$ cat src/rtl/bus_pkg.sv
// ============================================================================
// Module  : bus_pkg
// Brief   : Shared response-kind and bridge-state types for the slave bridge.
// Revision: 1.0 - initial release
// ============================================================================
`default_nettype none

package bus_pkg;

    localparam int RESP_KIND_W = 2;

    typedef enum logic [RESP_KIND_W-1:0] {
        RESP_READ = 2'd0,
        RESP_ERR  = 2'd1,
        RESP_WACK = 2'd2
    } resp_kind_e;

    typedef enum logic [0:0] {
        IDLE    = 1'b0,
        BUS_REQ = 1'b1
    } bridge_state_e;

endpackage

`default_nettype wire

$ cat src/rtl/resp_fifo.sv
// ============================================================================
// Module  : resp_fifo
// Brief   : Synchronous circular FIFO with a registered head, count and flags.
// Revision: 1.0 - initial release
// ============================================================================
`default_nettype none

module resp_fifo #(
    parameter int WIDTH = 8,
    parameter int DEPTH = 4
) (
    input  logic                           clk_i,
    input  logic                           rst_ni,
    input  logic                           push_i,
    input  logic [WIDTH-1:0]               data_i,
    input  logic                           pop_i,
    output logic [WIDTH-1:0]               data_o,
    output logic [$clog2(DEPTH+1)-1:0]     count_o,
    output logic                           full_o,
    output logic                           empty_o
);

    localparam int PTR_W = $clog2(DEPTH);
    localparam int CNT_W = $clog2(DEPTH+1);

    logic [WIDTH-1:0] mem_q [DEPTH];
    logic [WIDTH-1:0] mem_d [DEPTH];
    logic [PTR_W-1:0] wr_ptr_q, wr_ptr_d;
    logic [PTR_W-1:0] rd_ptr_q, rd_ptr_d;
    logic [CNT_W-1:0] count_q, count_d;
    logic [WIDTH-1:0] head_q, head_d;
    logic             do_push;
    logic             do_pop;

    assign empty_o = (count_q == '0);
    assign full_o  = (count_q == CNT_W'(DEPTH));
    assign do_pop  = pop_i && !empty_o;
    assign do_push = push_i && (!full_o || do_pop);

    always_comb begin
        mem_d    = mem_q;
        wr_ptr_d = wr_ptr_q;
        rd_ptr_d = rd_ptr_q;
        count_d  = count_q;
        if (do_push) begin
            mem_d[wr_ptr_q] = data_i;
            wr_ptr_d        = wr_ptr_q + PTR_W'(1);
        end
        if (do_pop) begin
            rd_ptr_d = rd_ptr_q + PTR_W'(1);
        end
        case ({do_push, do_pop})
            2'b10:   count_d = count_q + CNT_W'(1);
            2'b01:   count_d = count_q - CNT_W'(1);
            default: count_d = count_q;
        endcase
        // Reading the post-write image covers the push-into-empty bypass.
        head_d = mem_d[rd_ptr_d];
    end

    always_ff @(posedge clk_i or negedge rst_ni) begin
        if (!rst_ni) begin
            for (int i = 0; i < DEPTH; i++) begin
                mem_q[i] <= '0;
            end
            wr_ptr_q <= '0;
            rd_ptr_q <= '0;
            count_q  <= '0;
            head_q   <= '0;
        end else begin
            mem_q    <= mem_d;
            wr_ptr_q <= wr_ptr_d;
            rd_ptr_q <= rd_ptr_d;
            count_q  <= count_d;
            head_q   <= head_d;
        end
    end

    assign data_o  = head_q;
    assign count_o = count_q;

endmodule

`default_nettype wire

$ cat src/rtl/serial_slave_bridge.sv
// ============================================================================
// Module  : serial_slave_bridge
// Brief   : Decoded-frame to parallel slave bus bridge with timeout and a
//           queued response path. Define SERIAL_SLAVE_BRIDGE_WRITE_ACK_EN to
//           acknowledge writes through the response FIFO.
// Revision: 1.0 - initial release
// ============================================================================
`default_nettype none

module serial_slave_bridge
    import bus_pkg::*;
#(
    parameter int ADDR_WIDTH     = 16,
    parameter int DATA_WIDTH     = 8,
    parameter int RESP_DEPTH     = 4,
    parameter int TIMEOUT_CYCLES = 64,
    parameter int ERRCNT_WIDTH   = 8
) (
    input  logic                    clk_i,
    input  logic                    rst_ni,
    input  logic                    req_valid_i,
    output logic                    req_ready_o,
    input  logic [ADDR_WIDTH-1:0]   req_addr_i,
    input  logic [DATA_WIDTH-1:0]   req_wdata_i,
    input  logic                    req_we_i,
    input  logic                    req_err_i,
    output logic                    valid_o,
    output logic [ADDR_WIDTH-1:0]   addr_o,
    output logic [DATA_WIDTH-1:0]   wdata_o,
    output logic                    we_o,
    input  logic                    ready_i,
    input  logic [DATA_WIDTH-1:0]   rdata_i,
    input  logic                    err_i,
    output logic                    resp_valid_o,
    input  logic                    resp_ready_i,
    output logic [1:0]              resp_kind_o,
    output logic [ADDR_WIDTH-1:0]   resp_addr_o,
    output logic [DATA_WIDTH-1:0]   resp_data_o,
    output logic [ERRCNT_WIDTH-1:0] err_count_o
);

`ifdef SERIAL_SLAVE_BRIDGE_WRITE_ACK_EN
    localparam bit WACK_EN = 1'b1;
`else
    localparam bit WACK_EN = 1'b0;
`endif

    localparam int CNT_W = $clog2(RESP_DEPTH+1);
    localparam int TMO_W = (TIMEOUT_CYCLES > 1) ? $clog2(TIMEOUT_CYCLES) : 1;

    typedef struct packed {
        resp_kind_e            kind;
        logic [ADDR_WIDTH-1:0] addr;
        logic [DATA_WIDTH-1:0] data;
    } resp_entry_t;

    localparam int ENTRY_W = $bits(resp_entry_t);

    bridge_state_e           state_q, state_d;
    logic                    valid_q, valid_d;
    logic                    we_q, we_d;
    logic [ADDR_WIDTH-1:0]   addr_q, addr_d;
    logic [DATA_WIDTH-1:0]   wdata_q, wdata_d;
    logic [TMO_W-1:0]        tmo_q, tmo_d;
    logic [ERRCNT_WIDTH-1:0] err_cnt_q, err_cnt_d;
    logic                    accept;
    logic                    expire;
    logic                    err_inc;
    logic                    push;
    logic                    fifo_full;
    logic                    fifo_empty;
    logic [CNT_W-1:0]        fifo_count;
    logic [ENTRY_W-1:0]      fifo_head;
    resp_entry_t             push_entry;
    resp_entry_t             head_entry;

    // Writes only need FIFO space when they will produce an acknowledge.
    assign req_ready_o = (state_q == IDLE) &&
                         ((fifo_count < CNT_W'(RESP_DEPTH)) || (req_we_i && !WACK_EN));
    assign accept      = req_valid_i && req_ready_o;
    assign expire      = (TIMEOUT_CYCLES != 0) && !ready_i &&
                         (tmo_q == TMO_W'(TIMEOUT_CYCLES - 1));

    always_comb begin
        state_d    = state_q;
        valid_d    = valid_q;
        addr_d     = addr_q;
        wdata_d    = wdata_q;
        we_d       = we_q;
        tmo_d      = tmo_q;
        err_inc    = 1'b0;
        push       = 1'b0;
        push_entry = '{kind: RESP_ERR, addr: addr_q, data: '0};
        case (state_q)
            IDLE: begin
                if (accept) begin
                    if (req_err_i) begin
                        err_inc         = 1'b1;
                        push            = !req_we_i || WACK_EN;
                        push_entry.addr = req_addr_i;
                    end else begin
                        state_d = BUS_REQ;
                        valid_d = 1'b1;
                        addr_d  = req_addr_i;
                        wdata_d = req_wdata_i;
                        we_d    = req_we_i;
                        tmo_d   = '0;
                    end
                end
            end
            BUS_REQ: begin
                if (ready_i) begin
                    state_d = IDLE;
                    valid_d = 1'b0;
                    err_inc = err_i;
                    push    = !we_q || WACK_EN;
                    if (!err_i) begin
                        push_entry = '{kind: we_q ? RESP_WACK : RESP_READ,
                                       addr: addr_q,
                                       data: we_q ? wdata_q : rdata_i};
                    end
                end else if (expire) begin
                    state_d = IDLE;
                    valid_d = 1'b0;
                    err_inc = 1'b1;
                    push    = !we_q || WACK_EN;
                end else begin
                    tmo_d = tmo_q + TMO_W'(1);
                end
            end
            default: state_d = IDLE;
        endcase
        err_cnt_d = (err_inc && (err_cnt_q != '1)) ? err_cnt_q + ERRCNT_WIDTH'(1) : err_cnt_q;
    end

    always_ff @(posedge clk_i or negedge rst_ni) begin
        if (!rst_ni) begin
            state_q   <= IDLE;
            valid_q   <= 1'b0;
            addr_q    <= '0;
            wdata_q   <= '0;
            we_q      <= 1'b0;
            tmo_q     <= '0;
            err_cnt_q <= '0;
        end else begin
            state_q   <= state_d;
            valid_q   <= valid_d;
            addr_q    <= addr_d;
            wdata_q   <= wdata_d;
            we_q      <= we_d;
            tmo_q     <= tmo_d;
            err_cnt_q <= err_cnt_d;
        end
    end

    resp_fifo #(
        .WIDTH (ENTRY_W),
        .DEPTH (RESP_DEPTH)
    ) u_resp_fifo (
        .clk_i   (clk_i),
        .rst_ni  (rst_ni),
        .push_i  (push && !fifo_full),
        .data_i  (push_entry),
        .pop_i   (resp_ready_i),
        .data_o  (fifo_head),
        .count_o (fifo_count),
        .full_o  (fifo_full),
        .empty_o (fifo_empty)
    );

    assign head_entry   = resp_entry_t'(fifo_head);
    assign valid_o      = valid_q;
    assign addr_o       = addr_q;
    assign wdata_o      = wdata_q;
    assign we_o         = we_q;
    assign resp_valid_o = !fifo_empty;
    assign resp_kind_o  = head_entry.kind;
    assign resp_addr_o  = head_entry.addr;
    assign resp_data_o  = head_entry.data;
    assign err_count_o  = err_cnt_q;

endmodule

`default_nettype wire
$ cat config.mk
export PLATFORM = sky130hd
export DESIGN_NAME = serial_slave_bridge
export DESIGN_NICKNAME = d
export VERILOG_FILES = /design/src/rtl/bus_pkg.sv /design/src/rtl/resp_fifo.sv /design/src/rtl/serial_slave_bridge.sv
export SDC_FILE = /design/constraint.sdc
export NUM_CORES = 1
export LEC_CHECK = 0
export BUFFER_PORTS_ARGS = -buffer_cell sky130_fd_sc_hd__buf_2
export CORE_MARGIN = 1
export CORE_UTILIZATION = 53
export CTS_BUF_LIST = sky130_fd_sc_hd__clkbuf_8
export CTS_CLUSTER_SIZE = 14
export DETAILED_ROUTE_END_ITERATION = 16
export GPL_TIMING_DRIVEN = 0
export MAX_ROUTING_LAYER = met4
export PLACE_DENSITY = 0.74
export SYNTH_ARGS = -nofsm -noshare
export SYNTH_HDL_FRONTEND = slang
export SYNTH_SLANG_ARGS = --single-unit
$ cat constraint.sdc
create_clock -name clk_i -period 2.9 [get_ports clk_i]
set_clock_uncertainty 0.05 [all_clocks]
set_input_delay 0.145 -clock clk_i [delete_from_list [all_inputs] [get_ports clk_i]]
set_output_delay 0.145 -clock clk_i [all_outputs]
set_load 0.01 [all_outputs]
## After elaboration in Yosys (flattened, before gate mapping)

Cells that the tools add are included.
Widths: inputs -> output; s select.

| word-level totals | value |
|---|---|
| memory bits (read-only) | 0 |
| bits of input ports | 40 |
| memories kept | 0 |
| flip-flop bits (word level) | 178 |
| logic and storage cells | 102 |
| memory bits (writable) | 0 |
| bits in latches | 0 |

| operators by class | value |
|---|---|
| equality and inequality tests | 10 |
| $add $sub $neg | 6 |
| multiply operators | 0 |
| shift operators | 0 |
| divide/modulo/power cells | 0 |
| $lt $le $gt $ge | 4 |
| bitwise operators | 4 |
| muxes and demuxes | 43 |
| reduce and logical (&&, ||, !) cells | 20 |

Operators by type and width:

| kind | number |
|---|---|
| $mux 26 | 5 |
| $bwmux 104 | 1 |
| $mux 104 | 1 |
| $bmux 26 s2 | 1 |
| $demux 26 s2 | 1 |
| $mux 16 | 2 |
| $pmux 16 s2 | 1 |
| $mux 6 | 4 |
| $mux 1 | 16 |
| $mux 8 | 2 |
| $pmux 6 s2 | 1 |
| $add 8x1->8 const B | 1 |
| $logic_and 1x1->1 | 8 |
| $ne 2x2->1 const B | 4 |
| $ne 8x8->1 const B | 1 |
| $pmux 1 s2 | 4 |
| $add 6x1->6 const B | 1 |
| $eq 6x6->1 const B | 1 |
| $ge 3x3->1 const B | 2 |
| $mux 2 | 3 |
| $not 2->3 | 2 |
| $pmux 3 s2 | 1 |
| $reduce_and 3->1 | 2 |
| $logic_not 1->1 | 5 |
| 14 further kinds | 17 |

## Depth between registers and ports, before layout

Gate-level depths: netlist of run 1.

| logic depth | value |
|---|---|
| depth after elaboration | 12 |
| mapped depth | 10 |

## Cells and area by module

Synthesis of run 1 repeated with hierarchy kept, for this count alone.

| second synthesis, totals | value |
|---|---|
| cell total of the unflattened synthesis | 800 |
| area, all modules | 8550.7 µm² |

Modules (own cells, without submodules):

| module | times used | area each (µm²) | cells each |
|---|---|---|---|
| resp_fifo | 1 | 6458.7 | 576 |
| serial_slave_bridge | 1 | 2092.0 | 224 |

## Least setup slack after synthesis of run 1

No wires, ideal clock.

| timing | value |
|---|---|
| kind | flip-flop to flip-flop |
| start point | register tmo_q[0] |
| end point | register u_resp_fifo.count_q[2], in the netlist u_resp_fifo.count_o[2] |
| arrival time | 2462 ps |
| stages on the path, launching flop included | 11 |
| required time | 2771 ps |
| setup slack | 309 ps |
| buffers on the path | 0 |
| cells stage by stage | dfrtp_1 -> ha_1 -> and4_1 -> a31o_2 -> o21ai_0 -> ha_1 -> inv_1 -> fa_1 -> xor2_1 -> nor2_1 -> xor2_1 |

| on the way | value |
|---|---|
| longest elaborated chain between the ends | 9 |
| elaborated cells between the ends (all ways) | 11 |
| classes of those cells | 3 x eq/ne; 4 x mux; 4 x reduce/logical |

RTL lines:

| what | RTL line | RTL |
|---|---|---|
| start, declared | serial_slave_bridge.sv:64 | `logic [TMO_W-1:0] tmo_q, tmo_d;` |
| start signal, assigned | serial_slave_bridge.sv:151 | `tmo_q <= tmo_d;` |
| $eq 6x6->1 (*) | serial_slave_bridge.sv:82 | `(tmo_q == TMO_W'(TIMEOUT_CYCLES - 1));` |
| $logic_and 1x1->1 (*) | serial_slave_bridge.sv:81 | `assign expire = (TIMEOUT_CYCLES != 0) && !ready_i &&` |
| $mux 1 (*) | serial_slave_bridge.sv:122 | `end else if (expire) begin` |
| $mux 1 (*) | serial_slave_bridge.sv:112 | `if (ready_i) begin` |
| $pmux 1 s2 (*) | serial_slave_bridge.sv:94 | `case (state_q)` |
| $logic_and 1x1->1 (*) | serial_slave_bridge.sv:162 | `.push_i (push && !fifo_full),` |
| $logic_and 1x1->1 (*) | resp_fifo.sv:38 | `assign do_push = push_i && (!full_o \|\| do_pop);` |
| $eq 2x1->1 / $eq 2x2->1 (equally long branches) | resp_fifo.sv:52 | `case ({do_push, do_pop})` |
| $pmux 3 s2 / $reduce_bool 2->1 (equally long branches) | n/a |  |
| end signal, assigned | resp_fifo.sv:74 | `count_q <= count_d;` |
| end, declared | resp_fifo.sv:30 | `logic [CNT_W-1:0] count_q, count_d;` |

Every way passes the cells marked *; elsewhere a longest branch is shown, timed or not.
A chain may end at the register's enable or synchronous reset.

==> reports/qor.yml, run 1 <==
outcome:
  outcome: "completed"
floorplanning:
  dieArea_um2: 15300
  ios: 102
  rows: 44
  core_area_um2: 14500
  start_util_pct: 54.3
  die_w_um: 124
  die_y_um: 124
logic_synthesis:
  syn_inst: 697
  yosys_warnings: 0
  synth.distinct_cells: 57
  synth-edff-count: 0
  synthMostInstantiatedCell: "dfrtp_1"
  synth_ff_type: "dfrtp_1"
  synth_top_area_share_pct: 56.7
  synth.largest_area_cell: "dfrtp_1"
  synth-seq-cells: 178
  synth_common_cells: "178 x dfrtp_1, 91 x nand2_1, 60 x o21ai_0"
  syn_avg_cell_area_um2: 11.3
  synthArstFlopShare_pct: 100
  syn_area_um2: 7860
  synthesis.nets: 745
  yosysSeqAreaShare_pct: 56.7
  netlist_top_cells_area: "dfrtp_1 57%, mux2_2 6.3%, nand2_1 4.3%, o21ai_0 3.8%, mux2i_1 3.3%"
timing:
  fmax_ghz: 0.360
  final.min_clock_period_ns: 2.77
  rsz0062_at_grt: "no"
  maxSlewViolCount: 0
  tightest_slew_ns: 0.981
  max-slew-margin-rel_pct: 34.3
  hold-worst-slack_ns: 0.0340
  setup_violations: 0
  fin_crit_sh_pct: 95.7
  hold_viol: 0
  setup_tns_ns: 0
clock_tree:
  cts_root_buf: "clkbuf_8"
  ctsHtreeMaxLevel: 4
  clk_pin_slew_ns: 0.09
  cts_tree: "yes"
  clock_path_buffers: 2
  clock_sink_count: 178
  cts_buffers: 17
  clkLatencyLatePin_ns: 0.47
power_and_ir_drop:
  power_density_nw_per_um2: 1030
  p_sw_share_pct: 38.4
  p_clk_share_pct: 19.5
  ir_drop_mv: 0.492
  switchingPower_mw: 3.72
  leakagePower_nw: 4.45
  power_frac_comb_pct: 40.6
  pwr-share-seq_pct: 39.8
  power_mw: 9.69
  p_int_mw: 5.96
final_layout:
  area_growth_syn_to_layout_pct: 19.4
  layout.cells.non_filler: 1044
  nets: 895
  fill_cells: 1126
  regArea_um2: 4450
  diodes: 0
  drive_gt1_share_pct: 26.9
  multi_input_area_um2: 3160
  final_util_pct: 64.8
routing:
  drt_iter0_markers: 442
  drcViolationCount: 0
  num_vias: 6086
  vias_per_cell: 5.83
  antenna_left: 0
  wl_mm: 18.9
  avgRoutedWirePerCell_um: 18.1
  dr.pass1.iters: 5
global_routing:
  global_route.usage.met3_pct: 5.17
  grt_usage_pct: 27.2
  grt_busiest_layer: "met2"
  gr-total-overflow: 0
  antenna_found_initial: 0
  grt_pass1_vias: 5852
  use_met2_pct: 40.3
  grt_max_degree: 109
  grt_first_pass_wirelength_mm: 30.3
  use_met1_pct: 37.8
setup_path:
  ff2ff_setup_slack_ns: 0.13
  max_stage_delay_ns: 0.51
  worstSetupEndpoint: "u_resp_fifo.data_o[5]"
  critPathMaxFanout: 10
  path_class: "flip-flop to flip-flop"
  critPathBufInv: 1
  ff2ff_path_depth: 8
  slowest_stage: "o211ai_2"
  critical-path-top-delay-family: "compound AO/OA/AOI/OAI gates"
  crit_required_ns: 3.19
  r2r-start: "tmo_q[0]"
  crit_cells: 8
  crit_start: "tmo_q[0]"
  path_cells: "ha_1 -> and4_1 -> a31o_2 -> o211ai_2 -> buf_2 -> mux2_2 -> nand2_1 -> nand3_1"
  cp.arrival_ns: 3.07
  start_kind: "flip-flop"
  rr_endpoint: "u_resp_fifo.data_o[5]"
  critPathCaptureType: "flip-flop"
place:
  dp_cells: 983
  dpl.hpwl_mm: 13.2
  place.gp.congestion: 0.881
  portBuffers: 101
run:
  drv_cap: 0
min_path:
  min_path_type: "primary input to flip-flop"
## layout make-up
cell class                 count  area share [%]
timing repair buffer         131            8.81
clock inverter                12            1.91
sequential                   178            47.5
inverter                      12           0.480
clock buffer                  20            2.94
tap                          184            2.46
buffer                        42            2.24
multi-input combinational    465            33.7
## placed cells by master, fill, tap and decap left out, types with 5 or more instances in the layout
cell	count
o21ai_1	8
nor4_1	16
inv_1	10
a31oi_1	5
nand3_1	12
mux2i_1	26
o21ai_0	59
a22o_1	16
dlygate4sd3_1	26
clkbuf_1	16
a32oi_1	8
and2_1	7
and3_1	20
o221a_1	11
nor3_1	32
nor3b_1	15
clkbuf_8	20
nor2_1	21
xnor2_1	5
mux2_2	44
dfrtp_1	178
buf_2	118
buf_4	6
xor2_1	6
nand2_1	91
o221a_2	5
ha_1	7
## worst register-to-register path, delay by kind of cell (launching register included)
family          cells  cell delay [ns]
mux                 1             0.38
compound gates      2             0.82
buf+inv             1             0.35
fa+ha+maj           1             0.24
flops               1             0.42
simple gates        3             0.42
## worst min-delay path by stage
stage | endpoint | from | depth (start not counted)
after global placement | wdata_o[4] | req_wdata_i[4] | 2
after detailed placement | u_resp_fifo.data_o[17] | rst_ni | 1
after floorplan | addr_o[0] | rst_ni | 0
after global routing | valid_o | ready_i | 3
after CTS | valid_o | ready_i | 3
final | valid_o | ready_i | 3
## sequential cells by signal, indices dropped and copies added, names as in the netlist
signal                flops
addr_o                   16
u_resp_fifo.wr_ptr_q      2
u_resp_fifo.data_o       26
err_count_o               8
we_o                      1
wdata_o                   8
valid_o                   1
tmo_q                     6
u_resp_fifo.mem_q       104
u_resp_fifo.count_o       3
u_resp_fifo.rd_ptr_q      2
state_q                   1
## power groups by stage
stage               Clock (mW)  Sequential (mW)  Combinational [mW]
floorplan                    0             3.98                2.37
global placement             0             3.84                3.69
detailed placement           0             3.90                3.84
CTS                       1.92             3.85                3.88
global route              2.03             3.97                4.32
finish                    1.89             3.86                3.93
## metal layers
metal | vias up | wire length [um]
li1 | 2814 | -
met3 | 20 | 1100
met2 | 243 | 9020
met4 | 0 | 259
met1 | 3009 | 8550
met5 | - | 0
## timing repair
action / CTS / global route
hold buffers: 26 / 0
resized for setup: 0 / 8
endpoints found under the hold margin: 95 / 0
buffers inserted: 0 / 3
setup endpoints to repair: 0 / 12
## stage by stage
stage	cell area (um2)	worst slack, ns
after floorplan	7860	0.309
after global placement	8590	-0.965
after detailed placement	8630	0.0607
after CTS	9340	0.0148
after global routing	9380	0.00189
final	9380	0.126
## kinds of logic after synthesis
family	count (synthesis)	synth area share [%]
xor+xnor	12	1.43
flops	178	56.7
buf+inv	54	3.20
mux	70	9.62
compound gates	137	12.3
fa+ha+maj	8	1.37
simple gates	238	15.4
Note: power is estimated with default switching activity, not from simulation.
==> inputs of run 2 (changes only) <==
--- a/config.mk
+++ b/config.mk
@@ -13,7 +13,7 @@
 export DETAILED_ROUTE_END_ITERATION = 16
 export GPL_TIMING_DRIVEN = 0
 export MAX_ROUTING_LAYER = met4
-export PLACE_DENSITY = 0.74
+export PLACE_DENSITY = 0.72
 export SYNTH_ARGS = -nofsm -noshare
 export SYNTH_HDL_FRONTEND = slang
 export SYNTH_SLANG_ARGS = --single-unit
==> run 2 against run 1 <==
Non-clock buffer count decreased by 3. Largest power group unchanged. Highest routed layer unchanged. Final cell count decreased by 0.38%. First-iteration DRC count increased by 14%.
==> reports/qor.yml, run 2 (same netlist as run 1, synthesis figures left out) <==
timing:
  maxSlewViolCount: 0  # unchanged
  fmax_ghz: 0.364  # +1.1%
  setup_violations: 0  # unchanged
  fin_crit_sh_pct: 94.6  # -1.0 points
  hold_viol: 0  # unchanged
  final.min_clock_period_ns: 2.74  # -0.0304 ns
  hold-worst-slack_ns: 0.0288  # -0.00515 ns
  rsz0062_at_grt: "no"
  max-slew-margin-rel_pct: 43.6  # +9.3 points
  tightest_slew_ns: 0.834  # -0.148 ns
routing:
  antenna_left: 0  # unchanged
  drcViolationCount: 0  # unchanged
  avgRoutedWirePerCell_um: 18.1  # -0.30%
  num_vias: 5976  # -1.8%
  wl_mm: 18.8  # -0.68%
  dr.pass1.iters: 5  # unchanged
  drt_iter0_markers: 502  # +14%
  vias_per_cell: 5.75  # -1.4%
clock_tree:
  clock_path_buffers: 2  # unchanged
  cts_setup_buffers: 0  # unchanged
  ctsHtreeMaxLevel: 4  # unchanged
  cts_root_buf: "clkbuf_8"
  clkLatencyLatePin_ns: 0.46  # about the same
  cts_buffers: 17  # unchanged
  cts_tree: "yes"
  clk_pin_slew_ns: 0.09  # about the same
  clock_sink_count: 178  # unchanged
floorplanning:
  dieArea_um2: 15300  # unchanged
  die_y_um: 124  # unchanged
  start_util_pct: 54.3  # unchanged
  ios: 102  # unchanged
  die_w_um: 124  # unchanged
  core_area_um2: 14500  # unchanged
  rows: 44  # unchanged
final_layout:
  drive_gt1_share_pct: 26.3  # -0.58 points
  final_common_cell: "dfrtp_1"
  area_growth_syn_to_layout_pct: 18.6
  layout.cells.non_filler: 1040  # -0.38%
  final_util_pct: 64.3  # -0.42 points
  diodes: 0  # unchanged
  layout_common_cells: "178 x dfrtp_1, 118 x buf_2, 91 x nand2_1"
  nets: 892  # -0.34%
  largest_register_ffs: 104  # unchanged
  regMostFlops: "u_resp_fifo.mem_q"
  design_area_um2: 9310  # -0.65%
setup_path:
  critPathMaxFanout: 10  # unchanged
  ff2ff_path_depth: 8  # unchanged
  ff2ff_setup_slack_ns: 0.16  # +0.03 ns
  rr_endpoint: "u_resp_fifo.data_o[13]"
  path_cells: "o31ai_2 -> xor2_2 -> inv_2 -> nand2_1 -> buf_2 -> nor3b_1 -> nor4_1 -> o221a_1"
  r2r-start: "u_resp_fifo.count_o[2]"
  crit_required_ns: 3.24  # +0.05 ns
  path_class: "flip-flop to flip-flop"
  start_kind: "flip-flop"
  max_stage_delay_ns: 0.49  # -0.02 ns
  cp.arrival_ns: 3.09  # +0.02 ns
  slowest_stage: "nor4_1"
  critPathCaptureType: "flip-flop"
min_path:
  hold_path_end: "valid_o"
  hold_depth: 3  # unchanged
  min-delay-start: "ready_i"
  min_path_type: "primary input to flip-flop"
power_and_ir_drop:
  ir_drop_mv: 0.582  # +18%
  power_density_nw_per_um2: 1020  # -1.4%
  power_mw: 9.49  # -2.0%
  leakagePower_nw: 4.40  # -1.1%
place:
  dp_cells: 983  # unchanged
  portBuffers: 101  # unchanged
  dpl.hpwl_mm: 13.2  # +0.28%
  place.gp.congestion: 0.899  # +2.0%
  place_area_um2: 8630  # unchanged
global_routing:
  antenna_found_initial: 0  # unchanged
  grt_pass1_vias: 5833  # -0.32%
  gr-total-overflow: 0  # unchanged
  grt_usage_pct: 27.1  # -0.060 points
  grt_first_pass_wirelength_mm: 30.2  # -0.52%
  grt_max_degree: 123  # +13%
outcome:
  outcome: "completed"
run:
  drv_cap: 0  # unchanged
run 2: worst max-delay path by stage:
stage	startpoint	endpoint	slack, ns	cells past startpoint
after global routing	u_resp_fifo.count_o[2]	u_resp_fifo.data_o[13]	0.02	7
final	u_resp_fifo.count_o[2]	u_resp_fifo.data_o[13]	0.16	8
after CTS	u_resp_fifo.count_o[2]	u_resp_fifo.data_o[13]	0.09	8
after global placement	rst_ni	we_o	-0.97	1
after floorplan	tmo_q[0]	u_resp_fifo.count_o[2]	0.31	10
after detailed placement	tmo_q[0]	u_resp_fifo.count_o[2]	0.02	10
run 2: cell type report:
type                            instances  area (um2)
Clock buffer                           21         289
Multi-Input combinational cell        465        3180
Buffer                                 42         208
Timing Repair Buffer                  128         803
Clock inverter                         10         109
Fill cell                            1158        5160
Inverter                               12        45.0
Sequential cell                       178        4450
Tap cell                              184         230
run 2: what timing repair did:
item	CTS	global route
resized for setup	1	7
endpoints found under the setup margin	1	16
hold buffers	26	0
endpoints found under the hold margin	81	0
pin swaps	0	0
gates cloned	0	0
run 2: metal layers:
metal  up-vias  track usage, %  wire length, um
li1       2799               -                -
met1      2956            38.2             8890
met2       197            40.5             8760
met3        24            4.08              927
met4         0            8.51              231
met5         -               -                0
run 2: worst max-delay path, delay by kind of cell (launching register included):
kind | cells | cell delay (ns)
AND/OR/NAND/NOR | 3 | 0.72
AO/OA/AOI/OAI | 2 | 0.67
flip-flops | 1 | 0.48
buffers and inverters | 2 | 0.40
XOR/XNOR | 1 | 0.35
run 2: metrics by stage:
stage          TNS (ns)  worst slack (ns)
5_1_grt               0            0.0197
3_5_place_dp          0            0.0157
3_3_place_gp    -169.60            -0.968
2_1_floorplan         0             0.309
4_1_cts               0            0.0895
6_report              0             0.156
run 2: report_power, final:
part	leakage (nW)	internal, mW	switching, mW
Clock	0.203	0.846	0.847
Combinational	1.93	1.57	2.37
Sequential	2.27	3.38	0.473
